`config.mk`:
```
export PLATFORM = sky130hd
export DESIGN_NAME = rtc_access_scheduler_flat
export DESIGN_NICKNAME = d
export VERILOG_FILES = /design/src/rtl/rtc_access_scheduler_if.sv /design/src/rtl/rtc_access_scheduler.sv /design/src/flat_wrapper.sv
export SDC_FILE = /design/constraint.sdc
export NUM_CORES = 1
export LEC_CHECK = 0
export CORE_UTILIZATION = 40
export CTS_CLUSTER_DIAMETER = 60
export DETAILED_ROUTE_END_ITERATION = 6
export PLACE_DENSITY_LB_ADDON = 0.08
export SETUP_SLACK_MARGIN = 0.2
export SLEW_MARGIN = 10
export SYNTH_ARGS = -nofsm -noshare
export SYNTH_HDL_FRONTEND = slang
export SYNTH_SLANG_ARGS = --single-unit
```
`constraint.sdc`:
```
create_clock -name clk -period 7.4 [get_ports clk]
set_input_delay 2.22 -clock clk [delete_from_list [all_inputs] [get_ports clk]]
set_output_delay 2.22 -clock clk [all_outputs]
set_load 0.02 [all_outputs]
```
`src/rtl/rtc_access_scheduler_if.sv`:
```
// Handshake between the RTC access scheduler (master) and the bus transaction engine (slave).
interface rtc_access_scheduler_if;
    logic       bus_req;
    logic       bus_wr;
    logic [7:0] bus_addr;
    logic       bus_done;

    modport master (output bus_req, output bus_wr, output bus_addr, input bus_done);
    modport slave  (input bus_req, input bus_wr, input bus_addr, output bus_done);
endinterface

```
`src/rtl/rtc_access_scheduler.sv`:
```
// Sequences all RTC register traffic: periodic nine-register read bursts and
// change-triggered write bursts with an optional commit transaction.
module rtc_access_scheduler #(
    parameter int READ_PERIOD  = 1000,
    parameter int WAIT_TIMEOUT = 255,
    parameter int CNT_W        = 16
) (
    input  logic                         clk,
    input  logic                         rst,
    input  logic                         cambio,
    input  logic [1:0]                   write_group,
    rtc_access_scheduler_if.master       bus,
    output logic [3:0]                   reg_index,
    output logic                         capture,
    output logic                         reset_cambio,
    output logic                         busy,
    output logic                         timeout_err
);

    typedef enum logic [2:0] {
        IDLE, RD_REQ, RD_WAIT, WR_REQ, WR_WAIT, CM_REQ, CM_WAIT, CLEAR
    } state_t;

    localparam logic [3:0]       LAST_READ_IDX = 4'd8;
    localparam logic [3:0]       COMMIT_IDX    = 4'd9;
    localparam logic [1:0]       GROUP_TIMER   = 2'd2;
    localparam logic [CNT_W-1:0] PERIOD_LAST   = CNT_W'(READ_PERIOD - 1);
    localparam logic [CNT_W-1:0] TIMEOUT_LAST  = CNT_W'(WAIT_TIMEOUT - 1);

    state_t           state, state_nx;
    logic [CNT_W-1:0] period_cnt, period_cnt_nx;
    logic [CNT_W-1:0] wait_cnt, wait_cnt_nx;
    logic [3:0]       index, index_nx;
    logic [1:0]       group, group_nx;
    logic             err_nx;
    logic             xact_open;

    function automatic logic [3:0] first_index(input logic [1:0] g);
        case (g)
            2'd1:    return 4'd3;
            2'd2:    return 4'd6;
            default: return 4'd0;
        endcase
    endfunction

    function automatic logic [3:0] last_index(input logic [1:0] g);
        case (g)
            2'd0:    return 4'd2;
            2'd1:    return 4'd5;
            default: return 4'd8;
        endcase
    endfunction

    function automatic logic [7:0] addr_of(input logic [3:0] idx);
        case (idx)
            4'd0: return 8'h21;
            4'd1: return 8'h22;
            4'd2: return 8'h23;
            4'd3: return 8'h24;
            4'd4: return 8'h25;
            4'd5: return 8'h26;
            4'd6: return 8'h41;
            4'd7: return 8'h42;
            4'd8: return 8'h43;
            4'd9: return 8'hF1;
            default: return 8'h00;
        endcase
    endfunction

    // NOTE: every signal written here gets a default first, so no path can leave one unassigned and infer a latch.
    always_comb begin
        state_nx      = state;
        period_cnt_nx = '0;
        wait_cnt_nx   = wait_cnt;
        index_nx      = index;
        group_nx      = group;
        err_nx        = timeout_err;
        capture       = 1'b0;

        case (state)
            IDLE: begin
                period_cnt_nx = period_cnt + CNT_W'(1);
                if (cambio) begin
                    group_nx = write_group;
                    index_nx = first_index(write_group);
                    state_nx = WR_REQ;
                end else if (period_cnt == PERIOD_LAST) begin
                    index_nx = 4'd0;
                    state_nx = RD_REQ;
                end
            end
            RD_REQ: begin
                wait_cnt_nx = '0;
                state_nx    = RD_WAIT;
            end
            WR_REQ: begin
                wait_cnt_nx = '0;
                state_nx    = WR_WAIT;
            end
            CM_REQ: begin
                wait_cnt_nx = '0;
                state_nx    = CM_WAIT;
            end
            RD_WAIT, WR_WAIT, CM_WAIT: begin
                if (bus.bus_done) begin
                    if (state == RD_WAIT) begin
                        capture = 1'b1;
                        if (index == LAST_READ_IDX) begin
                            state_nx = IDLE;
                        end else begin
                            index_nx = index + 4'd1;
                            state_nx = RD_REQ;
                        end
                    end else if (state == WR_WAIT) begin
                        if (index != last_index(group)) begin
                            index_nx = index + 4'd1;
                            state_nx = WR_REQ;
                        end else if (group == GROUP_TIMER) begin
                            state_nx = CLEAR;
                        end else begin
                            index_nx = COMMIT_IDX;
                            state_nx = CM_REQ;
                        end
                    end else begin
                        state_nx = CLEAR;
                    end
                end else if (wait_cnt == TIMEOUT_LAST) begin
                    // Abort without clearing cambio so a pending write is retried.
                    state_nx = IDLE;
                    err_nx   = 1'b1;
                end else begin
                    wait_cnt_nx = wait_cnt + CNT_W'(1);
                end
            end
            CLEAR:   state_nx = IDLE;
            default: state_nx = IDLE;
        endcase
    end

    // NOTE: sequential state uses non-blocking assignments so every register samples pre-edge values.
    always_ff @(posedge clk) begin
        if (!rst) begin
            state       <= IDLE;
            period_cnt  <= '0;
            wait_cnt    <= '0;
            index       <= '0;
            group       <= '0;
            timeout_err <= 1'b0;
        end else begin
            state       <= state_nx;
            period_cnt  <= period_cnt_nx;
            wait_cnt    <= wait_cnt_nx;
            index       <= index_nx;
            group       <= group_nx;
            timeout_err <= err_nx;
        end
    end

    // Address, direction and index are only driven while a transaction is open.
    assign xact_open    = (state == RD_REQ) || (state == RD_WAIT) || (state == WR_REQ) ||
                          (state == WR_WAIT) || (state == CM_REQ) || (state == CM_WAIT);
    assign bus.bus_req  = (state == RD_REQ) || (state == WR_REQ) || (state == CM_REQ);
    assign bus.bus_wr   = (state == WR_REQ) || (state == WR_WAIT) || (state == CM_REQ) || (state == CM_WAIT);
    assign bus.bus_addr = xact_open ? addr_of(index) : 8'h00;
    assign reg_index    = xact_open ? index : 4'd0;
    assign reset_cambio = (state == CLEAR);
    assign busy         = (state != IDLE);

endmodule

```
`src/flat_wrapper.sv`:
```
// flat-port wrapper written by rule: the top's interface ports become plain ports
module rtc_access_scheduler_flat 
#(
    parameter int READ_PERIOD  = 1000,
    parameter int WAIT_TIMEOUT = 255,
    parameter int CNT_W        = 16
)
  (clk, rst, cambio, write_group, reg_index, capture, reset_cambio, busy, timeout_err, bus_bus_req, bus_bus_wr, bus_bus_addr, bus_bus_done);
  rtc_access_scheduler_if bus_i ();
  input  logic clk;
  input  logic rst;
  input  logic cambio;
  input  logic [1:0] write_group;
  output logic [3:0] reg_index;
  output logic capture;
  output logic reset_cambio;
  output logic busy;
  output logic timeout_err;
  output wire logic [$bits(bus_i.bus_req)-1:0] bus_bus_req;
  output wire logic [$bits(bus_i.bus_wr)-1:0] bus_bus_wr;
  output wire logic [$bits(bus_i.bus_addr)-1:0] bus_bus_addr;
  input wire logic [$bits(bus_i.bus_done)-1:0] bus_bus_done;
  assign bus_bus_req = bus_i.bus_req;
  assign bus_bus_wr = bus_i.bus_wr;
  assign bus_bus_addr = bus_i.bus_addr;
  assign bus_i.bus_done = bus_bus_done;
  rtc_access_scheduler #(.READ_PERIOD(READ_PERIOD), .WAIT_TIMEOUT(WAIT_TIMEOUT), .CNT_W(CNT_W)) u_core (.clk(clk), .rst(rst), .cambio(cambio), .write_group(write_group), .bus(bus_i), .reg_index(reg_index), .capture(capture), .reset_cambio(reset_cambio), .busy(busy), .timeout_err(timeout_err));
endmodule
```
==> reports/qor.txt <==
Outcome: complete, no violations
Power consumption: 0.627 mW
R2R Setup Slk: 4420 ps
WL/cell: 13.1 um
Clk Latency, worst-skew pair: 300 ps
Die area: 6700 um^2
Unrepaired setup endpoints after global routing: false
Vias in the first global route: 1969
Via Count: 2129
Critical path's largest stage delay: 620 ps
WS Path Type: primary input to output pin
CTS clk-pin slew, worst paths: 80 ps
Share of cells above drive strength 1: 0.0554
Cts repair resizes: 0
Family with the most delay on the worst path: buffers and inverters
Gr ovfl total: 0
Sequential element share of the synthesized area: 0.377
Leak pwr: 1.00 nW
Worst-margin pin slew: 746 ps
Startpoint types: primary input
Hold Crit Class: flip-flop to flip-flop
Setup TNS: 0 ps
Drt initial violations: 108
Fmax: 0.171 GHz
Pwr dens: 218 nW/um^2
Syn Inst Count: 306
Dpl cells: 392
Mapped cell area: 2550 um^2
First-pass GRT wire length: 8950 um
WL final: 5230 um
Buffers & Inverters on Critical Path: 2
# IOs: 24
Crit path required time: 5180 ps
Total track usage: 0.174
DRT Pass-1 Iters: 4
WP data arrival: 3610 ps
Slowest cell on the critical path: clkdlybuf4s50_1
Post-route DRC: 0
Largest net degree at the start of global routing: 16
Longest Clk Path Bufs: 2
Area Growth Syn to Fin: 12.9%
Cts bufs inserted: 5
Placed instance area: 2790 um^2
H-Tree Depth: 2
Final setup margin: 1570 ps
Crit. End Element: output pin
Vias per cell: 5.32
Clock skew: 9.87 ps
Final cell count without fillers: 400
Setup bufs post-CTS: 0
Post-DP HPWL: 3760 um
Crit path max fanout: 8
Synth Net Count: 321
Mapped Avg Cell Area: 8.34 um^2
Final-stage net count: 339
Routability cong.: 0.848
CTS tree: built
Ys async rst share: 0
Core Rows: 28
Initial core utilization: 0.423
ANT cells: 0
Root buf cell: clkbuf_8
Max_cap viols: 0
Worst slack at placement: 1580 ps
Slew headroom: 0.499
Fin crit share: 0.788
Non-Filler Cell Area, Final: 2880 um^2
Die width: 81.9 um
Core Area: 6030 um^2
Crit path top cell by count: clkdlybuf4s50_1
Die Y: 81.9 um
Synth warn: 0
Initial antenna violation count: 0
Min cycle time layout: 5830 ps
Yosys cell types: 52
Max-slew violation count: 0
Clk sinks: 48
Hold Fails Final Rpt: 0
VDD IR max: 181 uV
Number of flops mapped to enable cells by yosys: 0
# hold bufs at CTS: 0
PortBufs: 22
Synthesized flop and latch total: 48
Synth Flop Type: dfxtp_1
Setup violations, final: 0
CP Cell Sequence: clkdlybuf4s50_1, and2_1, clkdlybuf4s50_1
Final ANT Viol Nets: 0
## cells by family (layout without fill, tap and decap cells)
group | count (synthesis) | in the layout | share of synthesized area
xor+xnor | 25 | 25 | 0.0858
fa+ha+maj | 9 | 9 | 0.0441
flops | 48 | 48 | 0.377
simple gates | 154 | 154 | 0.325
buf+inv | 26 | 45 | 0.0520
other cells | 1 | 1 | 0.00147
compound gates | 43 | 43 | 0.115
## where the power goes
| group | switching [mW] | internal, mW | leakage, nW |
|---|---|---|---|
| Clock | 0.0839 | 0.0763 | 0.0455 |
| Sequential | 0.0224 | 0.274 | 0.389 |
| Combinational | 0.102 | 0.0685 | 0.566 |
| Total | 0.208 | 0.419 | 1.00 |
## tightest hold or removal path, cell delays in order, from the launching register on
cell,delay [ps]
dfxtp_1,340
a21oi_1,40
nor2_1,70
## metal layers
layer	track usage	part of all wire	routed length (um)
met5	0	0	0
met2	0.271	0.44	2310
met4	0.0737	0.017	90
met3	0.0333	0.036	189
met1	0.233	0.50	2630
## final timing paths
check / from / to / cells after the start
worst max-delay path: bus_bus_done / capture / 3
worst min-delay path: u_core.timeout_err$_SDFFE_PN0P_ / u_core.timeout_err$_SDFFE_PN0P_ / 2
worst max register to register: u_core.period_cnt[11]$_SDFF_PN0_ / flip-flop / 10
worst min register to register: u_core.timeout_err$_SDFFE_PN0P_ / u_core.timeout_err$_SDFFE_PN0P_ / 2
## cell usage after synthesis, types with 4 or more instances
cell type / n / area (um^2)
xnor2_1: 12 / 105
nand2_1: 25 / 93.8
nor2_1: 40 / 150
nor3_1: 9 / 45.0
inv_1: 14 / 52.6
a31oi_1: 6 / 37.5
ha_1: 9 / 113
and4_1: 4 / 35.0
and3_1: 6 / 37.5
dfxtp_1: 48 / 961
nand4_1: 7 / 43.8
or3_1: 5 / 31.3
a21oi_1: 14 / 70.1
o21ai_0: 8 / 40.0
and2_1: 11 / 68.8
nand3_1: 20 / 100
xor2_1: 13 / 114
clkbuf_1: 4 / 15.0
## layout make-up
class                      instances  area [um^2]
timing repair buffer              22          220
tap                               75         93.8
sequential                        48          961
inverter                          15         58.8
fill                             609         3140
clock buffer                       8         90.1
multi-input combinational        232         1460
## cells in the final DEF (no fill, tap or decap), drive strengths merged, types with 9 or more instances in the layout
cell type	Yosys	layout
o21ai	9	9
xnor2	12	12
nor2	40	40
nor3	10	10
inv	15	15
clkdlybuf4s50	0	22
nand2	25	25
xor2	13	13
and2	11	11
ha	9	9
nand3	20	20
dfxtp	48	48
a21oi	14	14
## per-stage QoR
step,hold WS (ps),util
2_1_floorplan,442,-
3_3_place_gp,449,0.463
3_5_place_dp,460,0.463
4_1_cts,484,0.478
5_1_grt,507,0.478
6_report,472,0.478
Note: power is estimated with default switching activity, not from simulation.
